`src/rtl/io_pkg.sv`:
```
// Shared types and constants for the processor IO peripherals.
package io_pkg;

    typedef enum logic [1:0] {
        IDLE,
        START,
        DATA,
        STOP
    } uart_state_t;

    localparam int UART_DATA_BITS       = 8;
    localparam int IO_DATA_W            = 32;
    localparam int DEFAULT_CLKS_PER_BIT = 434;

endpackage

```
`src/rtl/sync_fifo.sv`:
```
// Single-clock FIFO with registered occupancy; pushes when full and pops when empty are ignored.
module sync_fifo
    import io_pkg::*;
#(
    parameter int WIDTH = UART_DATA_BITS,
    parameter int DEPTH = 8,
    parameter int CNT_W = $clog2(DEPTH + 1)
) (
    input  logic             clk,
    input  logic             rst_n,
    input  logic             i_push,
    input  logic             i_pop,
    input  logic [WIDTH-1:0] i_din,
    output logic [WIDTH-1:0] o_dout,
    output logic             o_full,
    output logic             o_empty,
    output logic [CNT_W-1:0] o_count
);

    localparam int PTR_W = $clog2(DEPTH);

    logic [WIDTH-1:0] r_mem [DEPTH];
    logic [PTR_W-1:0] r_wr_ptr;
    logic [PTR_W-1:0] r_rd_ptr;
    logic [CNT_W-1:0] r_count;
    logic             w_push;
    logic             w_pop;

    assign o_full  = (r_count == CNT_W'(DEPTH));
    assign o_empty = (r_count == '0);
    assign o_count = r_count;
    assign o_dout  = r_mem[r_rd_ptr];

    // Full is judged on the registered count, so a same-cycle pop never frees room for a push.
    assign w_push = i_push && !o_full;
    assign w_pop  = i_pop && !o_empty;

    always_ff @(posedge clk) begin
        if (!rst_n) begin
            r_wr_ptr <= '0;
            r_rd_ptr <= '0;
            r_count  <= '0;
        end else begin
            if (w_push) r_wr_ptr <= r_wr_ptr + 1'b1;
            if (w_pop)  r_rd_ptr <= r_rd_ptr + 1'b1;
            case ({w_push, w_pop})
                2'b10:   r_count <= r_count + 1'b1;
                2'b01:   r_count <= r_count - 1'b1;
                default: r_count <= r_count;
            endcase
        end
    end

    always_ff @(posedge clk) begin
        if (w_push) r_mem[r_wr_ptr] <= i_din;
    end

endmodule

```
`src/rtl/io_uart_tx.sv`:
```
// IO-mapped UART transmitter: buffers processor byte writes and sends them as 8N1 frames.
module io_uart_tx
    import io_pkg::*;
#(
    parameter int CLKS_PER_BIT = DEFAULT_CLKS_PER_BIT,
    parameter int FIFO_DEPTH   = 8,
    parameter int CNT_W        = $clog2(FIFO_DEPTH + 1)
) (
    input  logic                 clk,
    input  logic                 rst_n,
    input  logic                 io_w_en,
    input  logic [IO_DATA_W-1:0] io_w_data,
    input  logic                 ovf_clr,
    output logic                 io_full,
    output logic                 ovf,
    output logic [CNT_W-1:0]     fifo_count,
    output logic                 tx,
    output logic                 tx_busy
);

    localparam int BAUD_W = (CLKS_PER_BIT > 1) ? $clog2(CLKS_PER_BIT) : 1;
    localparam int BIT_W  = $clog2(UART_DATA_BITS);

    uart_state_t               r_state;
    uart_state_t               w_state_nxt;
    logic [BAUD_W-1:0]         r_baud_cnt;
    logic [BAUD_W-1:0]         w_baud_nxt;
    logic [BIT_W-1:0]          r_bit_cnt;
    logic [BIT_W-1:0]          w_bit_nxt;
    logic [UART_DATA_BITS-1:0] r_shift;
    logic [UART_DATA_BITS-1:0] w_shift_nxt;
    logic                      r_tx;
    logic                      w_tx_nxt;
    logic                      r_ovf;
    logic                      w_pop;
    logic                      w_empty;
    logic                      w_full;
    logic                      w_baud_done;
    logic [UART_DATA_BITS-1:0] w_head;
    logic                      w_unused_data;

    assign w_unused_data = ^io_w_data[IO_DATA_W-1:UART_DATA_BITS];

    sync_fifo #(
        .WIDTH (UART_DATA_BITS),
        .DEPTH (FIFO_DEPTH),
        .CNT_W (CNT_W)
    ) u_fifo (
        .clk     (clk),
        .rst_n   (rst_n),
        .i_push  (io_w_en),
        .i_pop   (w_pop),
        .i_din   (io_w_data[UART_DATA_BITS-1:0]),
        .o_dout  (w_head),
        .o_full  (w_full),
        .o_empty (w_empty),
        .o_count (fifo_count)
    );

    assign w_baud_done = (r_baud_cnt == BAUD_W'(CLKS_PER_BIT - 1));

    always_comb begin
        w_state_nxt = r_state;
        w_baud_nxt  = r_baud_cnt + 1'b1;
        w_bit_nxt   = r_bit_cnt;
        w_shift_nxt = r_shift;
        w_tx_nxt    = r_tx;
        w_pop       = 1'b0;
        case (r_state)
            IDLE: begin
                w_baud_nxt = '0;
                w_bit_nxt  = '0;
                w_tx_nxt   = 1'b1;
                if (!w_empty) begin
                    w_pop       = 1'b1;
                    w_shift_nxt = w_head;
                    w_tx_nxt    = 1'b0;
                    w_state_nxt = START;
                end
            end
            START: begin
                if (w_baud_done) begin
                    w_baud_nxt  = '0;
                    w_bit_nxt   = '0;
                    w_tx_nxt    = r_shift[0];
                    w_state_nxt = DATA;
                end
            end
            DATA: begin
                if (w_baud_done) begin
                    w_baud_nxt = '0;
                    if (r_bit_cnt == BIT_W'(UART_DATA_BITS - 1)) begin
                        w_tx_nxt    = 1'b1;
                        w_state_nxt = STOP;
                    end else begin
                        // Next bit is shift[1] now, shift[0] after the shift lands.
                        w_bit_nxt   = r_bit_cnt + 1'b1;
                        w_shift_nxt = r_shift >> 1;
                        w_tx_nxt    = r_shift[1];
                    end
                end
            end
            STOP: begin
                if (w_baud_done) begin
                    w_baud_nxt  = '0;
                    w_state_nxt = IDLE;
                end
            end
            default: begin
                w_baud_nxt  = '0;
                w_tx_nxt    = 1'b1;
                w_state_nxt = IDLE;
            end
        endcase
    end

    always_ff @(posedge clk) begin
        if (!rst_n) begin
            r_state    <= IDLE;
            r_baud_cnt <= '0;
            r_bit_cnt  <= '0;
            r_shift    <= '0;
            r_tx       <= 1'b1;
        end else begin
            r_state    <= w_state_nxt;
            r_baud_cnt <= w_baud_nxt;
            r_bit_cnt  <= w_bit_nxt;
            r_shift    <= w_shift_nxt;
            r_tx       <= w_tx_nxt;
        end
    end

    // A drop in the same cycle as a clear leaves the flag set.
    always_ff @(posedge clk) begin
        if (!rst_n) begin
            r_ovf <= 1'b0;
        end else if (io_w_en && w_full) begin
            r_ovf <= 1'b1;
        end else if (ovf_clr) begin
            r_ovf <= 1'b0;
        end
    end

    assign io_full = w_full;
    assign ovf     = r_ovf;
    assign tx      = r_tx;
    assign tx_busy = (r_state != IDLE);

endmodule

```
`config.mk`:
```
export PLATFORM = sky130hd
export DESIGN_NAME = io_uart_tx
export DESIGN_NICKNAME = d
export VERILOG_FILES = /design/src/rtl/io_pkg.sv /design/src/rtl/sync_fifo.sv /design/src/rtl/io_uart_tx.sv
export SDC_FILE = /design/constraint.sdc
export NUM_CORES = 1
export LEC_CHECK = 0
export ABC_AREA = 1
export CORE_MARGIN = 4
export CORE_UTILIZATION = 40
export CTS_CLUSTER_SIZE = 20
export DETAILED_ROUTE_END_ITERATION = 8
export PLACE_DENSITY_LB_ADDON = 0.25
export SLEW_MARGIN = 20
export SYNTH_ARGS = -nofsm -noshare
export SYNTH_HDL_FRONTEND = slang
export SYNTH_HIERARCHICAL = 1
export SYNTH_SLANG_ARGS = --single-unit
```
`constraint.sdc`:
```
create_clock -name clk -period 2.3 [get_ports clk]
set_input_delay 0.345 -clock clk [delete_from_list [all_inputs] [get_ports clk]]
set_output_delay 0.345 -clock clk [all_outputs]
set_load 0.01 [all_outputs]
```
; ---- Word-level counts from Yosys, hierarchy flattened
; Memory sizes are Yosys's and may differ from the RTL's. A register that Yosys moved wholly into a read port is not among the register bits.
; Cells that the tools add are included.
[classes]
reduce_logical = 17
n_eq_ne = 14
n_mux = 30
addsub = 6
[op_table]
columns = operator, n
row1 = $mux 8, 3
row2 = $pmux 9 s2, 1
row3 = $pmux 8 s2, 1
row4 = $mux 3, 5
row5 = $ne 2x2->1 const B, 6
row6 = $mux 1, 10
row7 = $mux 2, 5
row8 = $add 3x1->3 const B, 3
row9 = $add 9x1->9 const B, 1
row10 = $eq 9x9->1 const B, 1
row11 = $mux 9, 1
row12 = $pmux 3 s3, 1
row13 = $pmux 2 s4, 1
row14 = $pmux 4 s2, 1
row15 = $reduce_and 4->1, 2
row16 = $reduce_bool 2->1, 4
row17 = $eq 2x2->1 const B, 3
row18 = $reduce_and 5->1, 1
row19 = $add 4x1->4 const B, 1
row20 = $eq 2x1->1 const B, 2
row21 = $eq 4x4->1 const B, 1
row22 = $logic_not 4->1, 1
row23 = $sub 4x1->4 const B, 1
row24 = $eq 3x3->1 const B, 1
row25 = other kinds (7), 10
[word_totals]
mem_bits_rw = 64
elab_cells = 77
memories = 1
input_bits = 36
register_bits = 34
[memory_table]
columns = name, depth, width, rd, rd_clocked_by_memory_dff, write_ports, line_no
row1 = u_fifo.r_mem, 8, 8, 1, 1, 1, sync_fifo.sv:22  ; logic [WIDTH-1:0] r_mem [DEPTH];

; ---- Logic depth before layout (Yosys ltp)
; Gate-level depths: netlist (run 1).
[depth]
depth_word = 6
ltp_mapped = 18
mapped_depth_nobuf = 18

; ---- Modules after synthesis
; Netlist (run 1), hierarchy kept.
[by_module_without_submodules]
columns = module, area_per_inst_um2, seq_area_each_um2, n_inst, cells_per_inst
row1 = sync_fifo, 3175.5, 2182.1, 1, 276
row2 = io_uart_tx, 1287.5, 480.5, 1, 176

; ---- Least setup slack after synthesis (run 1)
; OpenSTA, ideal clock, no wires.
[synth_timing]
kind = reg2reg
start = register u_fifo.r_count[1] (netlist: u_fifo/o_count[1])
end = register u_fifo.r_count[2] (netlist: u_fifo/o_count[2])
setup_slack_ns = 0.193
stages_incl_launch_ff = 18
setup_ns = 0.115
period_less_slack_ns = 2.107
n_path_buf = 0
arrival_time_ns = 1.991
cell_sequence = dfxtp_1 > nor2_1 > nand3_1 > inv_1 > inv_1 > nand2_1 > inv_1 > nand2_1 > inv_1 > ha_1 > nand2_1 > inv_1 > nor2_1 > ha_1 > a21oi_1 > xnor2_1 > o21ai_0 > inv_1
[synth_via]
elab_chain_len = 6
[synth_rtl]
columns = item, line_no
row1 = start: declaration, sync_fifo.sv:25  ; logic [CNT_W-1:0] r_count;
row2 = start signal: assignment, sync_fifo.sv:47  ; 2'b10: r_count <= r_count + 1'b1;
row3 = start signal: assignment, sync_fifo.sv:48  ; 2'b01: r_count <= r_count - 1'b1;
row4 = start signal: assignment, sync_fifo.sv:49  ; default: r_count <= r_count;
row5 = $logic_not 4->1 (*), sync_fifo.sv:30  ; assign o_empty = (r_count == '0);
row6 = via w_empty, io_uart_tx.sv:36  ; logic w_empty;
row7 = $mux 1 (*), io_uart_tx.sv:74  ; if (!w_empty) begin
row8 = $mux 1 (*), io_uart_tx.sv:69  ; case (r_state)
row9 = via w_pop, io_uart_tx.sv:35  ; logic w_pop;
row10 = $logic_and 1x1->1 (*), sync_fifo.sv:36  ; assign w_pop = i_pop && !o_empty;
row11 = via u_fifo.w_pop, sync_fifo.sv:27  ; logic w_pop;
row12 = $eq 2x1->1 or $eq 2x2->1 (tied branches), sync_fifo.sv:46  ; case ({w_push, w_pop})
row13 = $pmux 4 s2 or $reduce_bool 2->1 (tied branches), n/a
; Mark *: on every way through the listed nets, which the timed path passes. The rest lies on a longest branch.
; A chain may end at the register's enable or synchronous reset.

; ---- Final worst setup path (run 1)
; Ends and elaborated chain as after synthesis.

==> results.sh, run 1 <==
export IMPL_io_buffer_count=19
export IMPL_clkLatencyLatePin_ns=0.36
export IMPL_internal_power_mw=3.482
export IMPL_yosys_warnings=6
export IMPL_finalCritPeriodShare_pct=91.11
export IMPL_htree_num_levels=3
export IMPL_synth_edf_count=64
export IMPL_clk_path_buf_depth=2
export IMPL_ir_drop_mv=0.5422
export IMPL_cts_setup_buffers=0
export IMPL_design_area_um2=5101
export IMPL_finalClockSkew_ns=0.01010
export IMPL_root_buffer="clkbuf_8"
export IMPL_synth_seq_area_share_pct=59.66
export IMPL_worstPathArrival_ns=2.35
export IMPL_cts_hold_buf=0
export IMPL_die_area_um2=12910
export IMPL_crit_fanout=4
export IMPL_synth_xor_area_share_pct=0.9812
export IMPL_grt_pass1_wl_mm=14.39
export IMPL_die_w_um=113.6
export IMPL_route_vias_total=3137
export IMPL_area_delta_synth_final_pct=14.30
export IMPL_cap_viol_max_count=0
export IMPL_place_gp_congestion=0.7924
export IMPL_fin_crit_ns=2.096
export IMPL_synth_adder_area_share_pct=3.925
export IMPL_n_fill_cell=997
export IMPL_critPathCaptureType="flip-flop"
export IMPL_async_flop_share_pct=0
export IMPL_total_power_mw=5.418
export IMPL_synth_simple_area_share_pct=17.27
export IMPL_rows=38
export IMPL_drive_gt1_share_pct=11.34
export IMPL_viasPerCell=4.948
export IMPL_drtPass1Iterations=4
export IMPL_synth_seq_cells=101
export IMPL_coreArea_um2=10890
export IMPL_dp_hpwl_mm=5.632
export IMPL_first_global_vias=3062
export IMPL_pwr_share_seq_pct=41.7
export IMPL_cts_buffers=9
export IMPL_whs_ns=0.4697
export IMPL_drv_slew=0
export IMPL_path_clk_slew_ns=0.09
export IMPL_grt_util_all_layers_pct=14.15
export IMPL_yosysUniqueCellTypes=29
export IMPL_powerDensity_nw_per_um2=1062
export IMPL_p_leak_nw=1.969
export IMPL_postSynthAreaPerCell_um2=9.874
export IMPL_placed_cell_area_um2=4877
export IMPL_fin_setup_tns_ns=0
export IMPL_startpoint_type="flip-flop"
export IMPL_crit_type="flip-flop to flip-flop"
export IMPL_ios=44
export IMPL_worst_slew_pin_slew_ns=0.4277
export IMPL_globalRouteOverflowTotal=0
export IMPL_switchingPower_mw=1.935
export IMPL_synth_top_family_by_area="simple AND/OR/NAND/NOR gates"
export IMPL_start_util_pct=40.99
export IMPL_syn_nets=502
export IMPL_dp_slack_ns=0.1106
export IMPL_fin_ws_ns=0.2044
export IMPL_synthMuxAreaShare_pct=3.140
export IMPL_synthesis_area_um2=4463
export IMPL_finalHoldViolations=0
export IMPL_relSlewSlack_pct=71.44
export IMPL_antenna_found_initial=0
export IMPL_combPwrFrac_pct=37.6
export IMPL_post_route_drc_count=0
export IMPL_cts_sinks=101
export IMPL_ff2ff_setup_slack_ns=0.20
export IMPL_grt_max_degree=33
export IMPL_worstPathRequired_ns=2.55
export IMPL_switching_share_pct=35.72
export IMPL_antenna_left=0
export IMPL_cts_tree="yes"
export IMPL_first_iter_violations=160
export IMPL_clock_fmax_mhz=477.2
export IMPL_min_path_type="flip-flop to flip-flop"
export IMPL_wl_per_cell_um=13.35
export IMPL_diodes=0
export IMPL_drt_total_wl_mm=8.467
export IMPL_status="completed"
export IMPL_setup_viol=0
export IMPL_die_y_um=113.6
export IMPL_finalNetCount=539
export IMPL_clkPwrFrac_pct=20.7
export IMPL_synth_compound_area_share_pct=9.560
export IMPL_ys_flop_type="edfxtp_1"
export IMPL_syn_inst=452
synthesized netlist by cell type (2+ instances only):
cell	count	share of area [%]
nand2_1	78	6.6
dfxtp_1	37	17
o22ai_1	8	1.1
or2_2	3	0.42
nor3_1	3	0.34
buf_6	5	1.3
o21ai_1	18	2.0
xnor2_1	2	0.39
ha_1	14	3.9
buf_4	3	0.50
inv_2	3	0.25
a21oi_1	26	2.9
nor2_1	71	6.0
mux2i_1	14	3.1
edfxtp_1	64	43
inv_1	35	2.9
nand4_1	2	0.28
xor2_1	3	0.59
nand3_1	24	2.7
o21ai_0	26	2.9
buf_2	3	0.34
nand2_2	3	0.42
metrics by stage:
step	util (%)	cells
after global placement	44.79	618
after global routing	46.85	634
after detailed placement	44.79	618
final	46.85	634
after CTS	46.61	634
after floorplan	-	452
path summary, 6_finish.rpt:
path / start / to / cells after the start
worst max register to register: u_fifo/o_count[1] / u_fifo/o_count[2] / 17
worst min-delay path: ovf / ovf / 2
worst min register to register: ovf / ovf / 2
worst max-delay path: u_fifo/o_count[1] / u_fifo/o_count[2] / 17
power groups by stage:
stage	registers [mW]	clock network (mW)	logic [mW]
2_1_floorplan	2.30	0	1.48
3_3_place_gp	2.29	0	1.97
3_5_place_dp	2.29	0	2.00
4_1_cts	2.25	1.17	2.01
5_1_grt	2.28	1.24	2.33
6_report	2.26	1.12	2.04
critical path, cell delays in order, from the launching register on:
cell	delay (ns)
dfxtp_1	0.33
nor2_2	0.15
nand3_2	0.11
inv_1	0.10
inv_1	0.04
nand2_1	0.07
inv_1	0.06
nand2_2	0.09
inv_1	0.06
ha_2	0.21
nand2_1	0.07
inv_1	0.06
nor2_2	0.11
ha_1	0.18
a21oi_2	0.04
xnor2_1	0.12
o21ai_0	0.14
inv_1	0.05
repair_timing:
action	in CTS	in global routing
setup endpoints to repair	0	3
endpoints found under the hold margin	0	0
resized for setup	0	11
final cells by class:
class | instances | area, um2 | share of cell area [%]
Multi-Input combinational cell | 300 | 1580 | 30.98
Inverter | 38 | 142.6 | 2.796
Clock buffer | 10 | 127.6 | 2.502
Clock inverter | 6 | 70.07 | 1.374
Timing Repair Buffer | 39 | 340.3 | 6.672
Tap cell | 140 | 175.2 | 3.434
Sequential cell | 101 | 2665 | 52.24
state kept, by name, indices dropped and copies added (netlist names), named ones only:
register,count
u_fifo/r_mem,64
ovf,1
r_baud_cnt,9
u_fifo/r_rd_ptr,3
r_bit_cnt,3
r_state,2
u_fifo/o_count,4
r_shift,8
tx,1
u_fifo/r_wr_ptr,3
metal layers:
| metal | vias up | wire length (um) | GRT usage, % |
|---|---|---|---|
| met5 | - | 0 | 0 |
| met4 | 0 | 227 | 6.891 |
| met3 | 13 | 404 | 2.493 |
| met2 | 54 | 3927 | 22.73 |
| met1 | 1466 | 3908 | 18.54 |
| li1 | 1604 | - | - |
logic make-up after synthesis:
family	Yosys count
adder cells (fa/ha/maj)	14
AO/OA/AOI/OAI	80
buffers and inverters	51
XOR/XNOR	5
AND/OR/NAND/NOR	187
flip-flops	101
multiplexers	14
layout by cell type (no fill, tap or decap), types with 2 or more instances in the layout:
cell type,n
ha_2,2
nor3_1,3
nand3_1,23
mux2i_1,14
inv_1,34
or2_2,3
o22ai_1,8
xnor2_1,2
dfxtp_1,35
edfxtp_1,64
nor2_1,68
nand2_1,77
nand4_1,2
clkbuf_8,9
inv_2,4
nor2_2,3
buf_4,20
clkdlybuf4s50_1,19
dfxtp_2,2
xor2_1,3
o21ai_0,26
ha_1,12
nand2_2,4
o21ai_1,18
a21oi_1,25
(Power assumes the default switching activity.)
==> run 2, diff against run 1 <==
--- a/config.mk
+++ b/config.mk
@@ -10,9 +10,9 @@
 export CORE_UTILIZATION = 40
 export CTS_CLUSTER_SIZE = 20
 export DETAILED_ROUTE_END_ITERATION = 8
+export MAX_ROUTING_LAYER = met4
 export PLACE_DENSITY_LB_ADDON = 0.25
 export SLEW_MARGIN = 20
 export SYNTH_ARGS = -nofsm -noshare
 export SYNTH_HDL_FRONTEND = slang
-export SYNTH_HIERARCHICAL = 1
 export SYNTH_SLANG_ARGS = --single-unit
==> results.sh, run 2 <==
export IMPL_crit_type="flip-flop to output pin"
export IMPL_startpoint_type="flip-flop"
export IMPL_first_iter_violations=162
export IMPL_syn_inst=454
export IMPL_rr_startpoint="u_fifo.o_count[1]"
export IMPL_hold_depth=2
export IMPL_root_buffer="clkbuf_8"
export IMPL_grt_util_all_layers_pct=14.67
export IMPL_start_util_pct=41.71
export IMPL_drtPass1Iterations=4
export IMPL_yosysMostFrequentCell="nand2_1"
export IMPL_min_path_type="flip-flop to flip-flop"
export IMPL_design_area_um2=4959
export IMPL_worst_slew_pin_slew_ns=0.5923
export IMPL_whs_ns=0.4688
export IMPL_p_leak_nw=1.945
export IMPL_top_regs="u_fifo.r_mem x64, r_baud_cnt x9, r_shift x8"
export IMPL_status="completed"
export IMPL_synth_common_cells="nand2_1 (118), nand3_1 (67), edfxtp_1 (64)"
export IMPL_clkLatencyLatePin_ns=0.36
export IMPL_yosysTopAreaCell="edfxtp_1"
export IMPL_path_clk_slew_ns=0.10
export IMPL_cts_hold_buf=0
export IMPL_placed_cell_area_um2=4778
export IMPL_die_w_um=112.5
export IMPL_die_y_um=112.5
export IMPL_post_route_drc_count=0
export IMPL_grt_pass1_wl_mm=14.27
export IMPL_place_gp_congestion=0.7739
export IMPL_crit_fanout=4
export IMPL_setup_viol=0
export IMPL_yosys_warnings=0
export IMPL_final_cell_mix="nand2_1 (118), nand3_1 (67), edfxtp_1 (64)"
export IMPL_synth_area_top_cells="edfxtp_1 (44%), dfxtp_1 (17%), nand2_1 (10%)"
export IMPL_relSlewSlack_pct=60.47
export IMPL_cts_buffers=9
export IMPL_viasPerCell=4.930
export IMPL_powerDensity_nw_per_um2=1058
export IMPL_area_delta_synth_final_pct=13.62
export IMPL_clock_fmax_mhz=470.5
export IMPL_wl_per_cell_um=13.97
export IMPL_r2r_end="u_fifo.o_count[3]"
export IMPL_antenna_found_initial=0
export IMPL_total_power_mw=5.246
export IMPL_whs_endpoint="tx"
export IMPL_die_area_um2=12650
export IMPL_worstPathRequired_ns=1.96
export IMPL_synth_edf_count=64
export IMPL_cts_sinks=101
export IMPL_finalHoldViolations=0
export IMPL_finalCritPeriodShare_pct=92.41
export IMPL_critPathCaptureType="output pin"
export IMPL_coreArea_um2=10460
export IMPL_cts_tree="yes"
export IMPL_fin_crit_ns=2.125
export IMPL_largest_reg_flops=64
export IMPL_dp_hpwl_mm=5.857
export IMPL_io_buffer_count=19
export IMPL_top_register="u_fifo.r_mem"
export IMPL_final_common_cell="nand2_1"
export IMPL_drv_slew=0
export IMPL_synthesis_area_um2=4364
export IMPL_drt_total_wl_mm=8.757
export IMPL_globalRouteOverflowTotal=0
export IMPL_worstPathArrival_ns=1.78
export IMPL_cts_resized=0
export IMPL_instances_no_fill=627
export IMPL_syn_nets=504
export IMPL_postSynthAreaPerCell_um2=9.613
export IMPL_finalClockSkew_ns=0.01197
export IMPL_fin_setup_tns_ns=0
export IMPL_fin_util_pct=47.39
export IMPL_cap_viol_max_count=0
export IMPL_route_vias_total=3091
export IMPL_async_flop_share_pct=0
export IMPL_antenna_left=0
export IMPL_grt_max_degree=21
export IMPL_grt_setup_unrepaired="no"
export IMPL_reg2reg_depth=11
export IMPL_netlist_area_leader_share_pct=44.04
export IMPL_dp_slack_ns=0.2087
export IMPL_yosysUniqueCellTypes=28
export IMPL_cts_setup_buffers=0
export IMPL_ys_flop_type="edfxtp_1"
export IMPL_ff2ff_setup_slack_ns=0.23
export IMPL_synth_seq_area_share_pct=61.01
export IMPL_rows=37
export IMPL_first_global_vias=2932
export IMPL_htree_num_levels=3
export IMPL_synth_seq_cells=101
export IMPL_ir_drop_mv=0.4219
export IMPL_clk_path_buf_depth=2
export IMPL_hp_start="tx"
export IMPL_finalNetCount=536
export IMPL_diodes=0
export IMPL_fin_ws_ns=0.1745
export IMPL_ios=44
export IMPL_post_place_cells=611
export IMPL_drive_gt1_share_pct=8.961
==> run 2: worst max path at each step <==
| stage | startpoint | end | slack, ns | cells after the start |
|---|---|---|---|---|
| 2_1_floorplan | r_state[0] | u_fifo.o_count[2] | 0.41 | 11 |
| 3_3_place_gp | io_w_en | u_fifo.o_count[3] | 0.24 | 9 |
| 3_5_place_dp | io_w_en | u_fifo.o_count[3] | 0.21 | 9 |
| 4_1_cts | r_state[0] | tx_busy | 0.14 | 4 |
| 5_1_grt | u_fifo.o_count[1] | u_fifo.o_count[3] | 0.06 | 11 |
| 6_report | r_state[0] | tx_busy | 0.17 | 4 |
==> run 2: cells by family (layout without fill, tap and decap cells) <==
family          after synthesis  count (layout)  share of synthesized area [%]
simple gates                244             244                          24.14
compound gates               43              43                          5.362
flops                       101             101                          61.01
fa+ha+maj                    14              14                          4.014
buf+inv                      48              85                          4.673
xor+xnor                      4               4                         0.8029
==> run 2: worst max-delay path, cell delays in order (launching register included) <==
cell and delay (ns):
dfxtp_1 0.39, inv_1 0.10, ha_1 0.25, inv_1 0.13, clkdlybuf4s50_1 0.56
==> run 2: layout make-up <==
cell class,count,area (um2)
Timing Repair Buffer,37,325.3
Clock inverter,7,56.30
Tap cell,136,170.2
Multi-Input combinational cell,305,1498
Fill cell,1018,5504
Clock buffer,9,123.9
Sequential cell,101,2663
Inverter,32,122.6
==> run 2: report_power, final <==
part	internal, mW	total, mW	switching [mW]
Sequential	2.13	2.27	0.147
Combinational	0.711	1.92	1.21
Clock	0.407	1.05	0.647
==> run 2: routing by layer <==
layer / wire length (um) / GRT usage [%]
met2: 4200 / 23.12
met1: 3969 / 18.82
met3: 366 / 2.749
met4: 221 / 5.689
met5: 0 / -
==> run 3, diff against run 2 <==
--- a/config.mk
+++ b/config.mk
@@ -7,7 +7,7 @@
 export LEC_CHECK = 0
 export ABC_AREA = 1
 export CORE_MARGIN = 4
-export CORE_UTILIZATION = 40
+export CORE_UTILIZATION = 36
 export CTS_CLUSTER_SIZE = 20
 export DETAILED_ROUTE_END_ITERATION = 8
 export MAX_ROUTING_LAYER = met4
==> results.sh, run 3 (synthesis gave the netlist of run 2 again) <==
export IMPL_first_global_vias=2972
export IMPL_switching_share_pct=36.51
export IMPL_min_path_type="flip-flop to flip-flop"
export IMPL_globalRouteOverflowTotal=0
export IMPL_htree_num_levels=3
export IMPL_wl_per_cell_um=13.75
export IMPL_cts_buffers=9
export IMPL_finalCritPeriodShare_pct=92.74
export IMPL_post_route_drc_count=0
export IMPL_route_vias_total=3090
export IMPL_cts_tree="yes"
export IMPL_post_place_cells=617
export IMPL_top_register="u_fifo.r_mem"
export IMPL_start_util_pct=37.42
export IMPL_root_buffer="clkbuf_16"
export IMPL_drv_slew=0
export IMPL_clock_fmax_mhz=468.8
export IMPL_dp_hpwl_mm=5.777
export IMPL_top_regs="u_fifo.r_mem x64, r_baud_cnt x9, r_shift x8"
export IMPL_grt_pass1_wl_mm=14.30
export IMPL_grt_util_all_layers_pct=13.36
export IMPL_worstPathArrival_ns=1.79
export IMPL_antenna_left=0
export IMPL_finalHoldViolations=0
export IMPL_critPathCaptureType="output pin"
export IMPL_status="completed"
export IMPL_relSlewSlack_pct=59.27
export IMPL_cap_viol_max_count=0
export IMPL_diodes=0
export IMPL_drtPass1Iterations=4
export IMPL_die_y_um=118.1
export IMPL_grt_setup_unrepaired="no"
export IMPL_area_delta_synth_final_pct=16.00
export IMPL_clkLatencyLatePin_ns=0.34
export IMPL_crit_fanout=4
export IMPL_clkPwrFrac_pct=25.7
export IMPL_largest_reg_flops=64
export IMPL_grt_max_degree=33
export IMPL_final_cell_mix="nand2_1 (118), nand3_1 (67), edfxtp_1 (64)"
export IMPL_ff2ff_setup_slack_ns=0.23
export IMPL_coreArea_um2=11660
export IMPL_worstPathRequired_ns=1.96
export IMPL_powerDensity_nw_per_um2=1113
export IMPL_antenna_found_initial=0
export IMPL_clk_path_buf_depth=2
export IMPL_switchingPower_mw=2.058
export IMPL_ios=44
export IMPL_finalNetCount=535
export IMPL_ir_drop_mv=0.5365
export IMPL_crit_type="flip-flop to output pin"
export IMPL_cts_sinks=101
export IMPL_viasPerCell=4.882
export IMPL_drive_gt1_share_pct=8.776
export IMPL_rows=39
export IMPL_final_common_cell="nand2_1"
export IMPL_startpoint_type="flip-flop"
export IMPL_fin_setup_tns_ns=0
export IMPL_setup_viol=0
export IMPL_place_gp_congestion=0.7810
export IMPL_fin_crit_ns=2.133
export IMPL_finalClockSkew_ns=0.008762
export IMPL_pwr_share_seq_pct=39.9
export IMPL_first_iter_violations=232
export IMPL_worst_slew_pin_slew_ns=0.6102
export IMPL_n_fill_cell=1095
export IMPL_die_area_um2=13950
export IMPL_cts_setup_buffers=0
export IMPL_path_clk_slew_ns=0.07
export IMPL_internal_power_mw=3.579
export IMPL_instances_no_fill=633
export IMPL_combPwrFrac_pct=34.4
export IMPL_p_leak_nw=1.996
export IMPL_drt_total_wl_mm=8.703
export IMPL_io_buffer_count=19
export IMPL_die_w_um=118.1
-- run 3: path summary, 6_finish.rpt --
path,from,endpoint,depth (start not counted)
hold reg to reg,u_fifo.r_rd_ptr[2],flip-flop,2
setup / recovery,r_state[0],tx_busy,4
setup reg to reg,r_state[0],u_fifo.o_count[2],11
hold / removal,u_fifo.r_rd_ptr[2],flip-flop,2
-- run 3: worst max-delay path, cell delays in order, from the launching register on --
cell and delay, ns:
dfxtp_1 0.38, inv_1 0.10, ha_1 0.26, inv_1 0.15, clkdlybuf4s50_1 0.56
-- run 3: what timing repair did --
| item | 4_1_cts | 5_1_grt |
|---|---|---|
| hold buffers | 0 | 0 |
| resized for setup | 0 | 1 |
| endpoints found under the setup margin | 0 | 1 |
-- run 3: routing by layer --
layer | vias to the layer above | share of wire (%) | routed length (um) | track usage, %
li1 | 1597 | - | - | -
met1 | 1421 | 47 | 4092 | 16.77
met2 | 56 | 48 | 4157 | 20.94
met3 | 16 | 3.0 | 263 | 2.451
met4 | 0 | 2.2 | 190 | 6.300
met5 | - | 0 | 0 | -
-- run 3: layout make-up --
cell class              count  area, um2  share of cell area [%]
inverters                  32      122.6                   2.422
multi-input cells         305       1498                   29.58
well taps                 143      178.9                   3.534
repair buffers             36      317.8                   6.278
flip-flops and latches    101       2663                   52.60
clock buffers               9      225.2                   4.449
clock inverters             7      57.56                   1.137
-- run 3: power by group through the flow --
stage                     sequential, mW  clock (mW)  combinational [mW]
after CTS                           2.25        1.48                1.95
after detailed placement            2.29           0                1.95
after global placement              2.28           0                1.90
after global routing                2.27        1.56                2.23
after floorplan                     2.27           0                1.44
final                               2.25        1.45                1.94
-- run 3: through the flow --
stage | area [um2] | total power [mW] | utilization (%) | setup slack [ns] | hold slack [ns]
floorplan | 4364 | 3.712 | - | 0.4134 | 0.4334
global placement | 4780 | 4.181 | 40.98 | 0.2012 | 0.4436
detailed placement | 4780 | 4.237 | 40.98 | 0.1601 | 0.4506
CTS | 5062 | 5.681 | 43.41 | 0.1476 | 0.4608
global route | 5062 | 6.058 | 43.41 | 0.07730 | 0.4900
finish | 5062 | 5.637 | 43.41 | 0.1669 | 0.4575
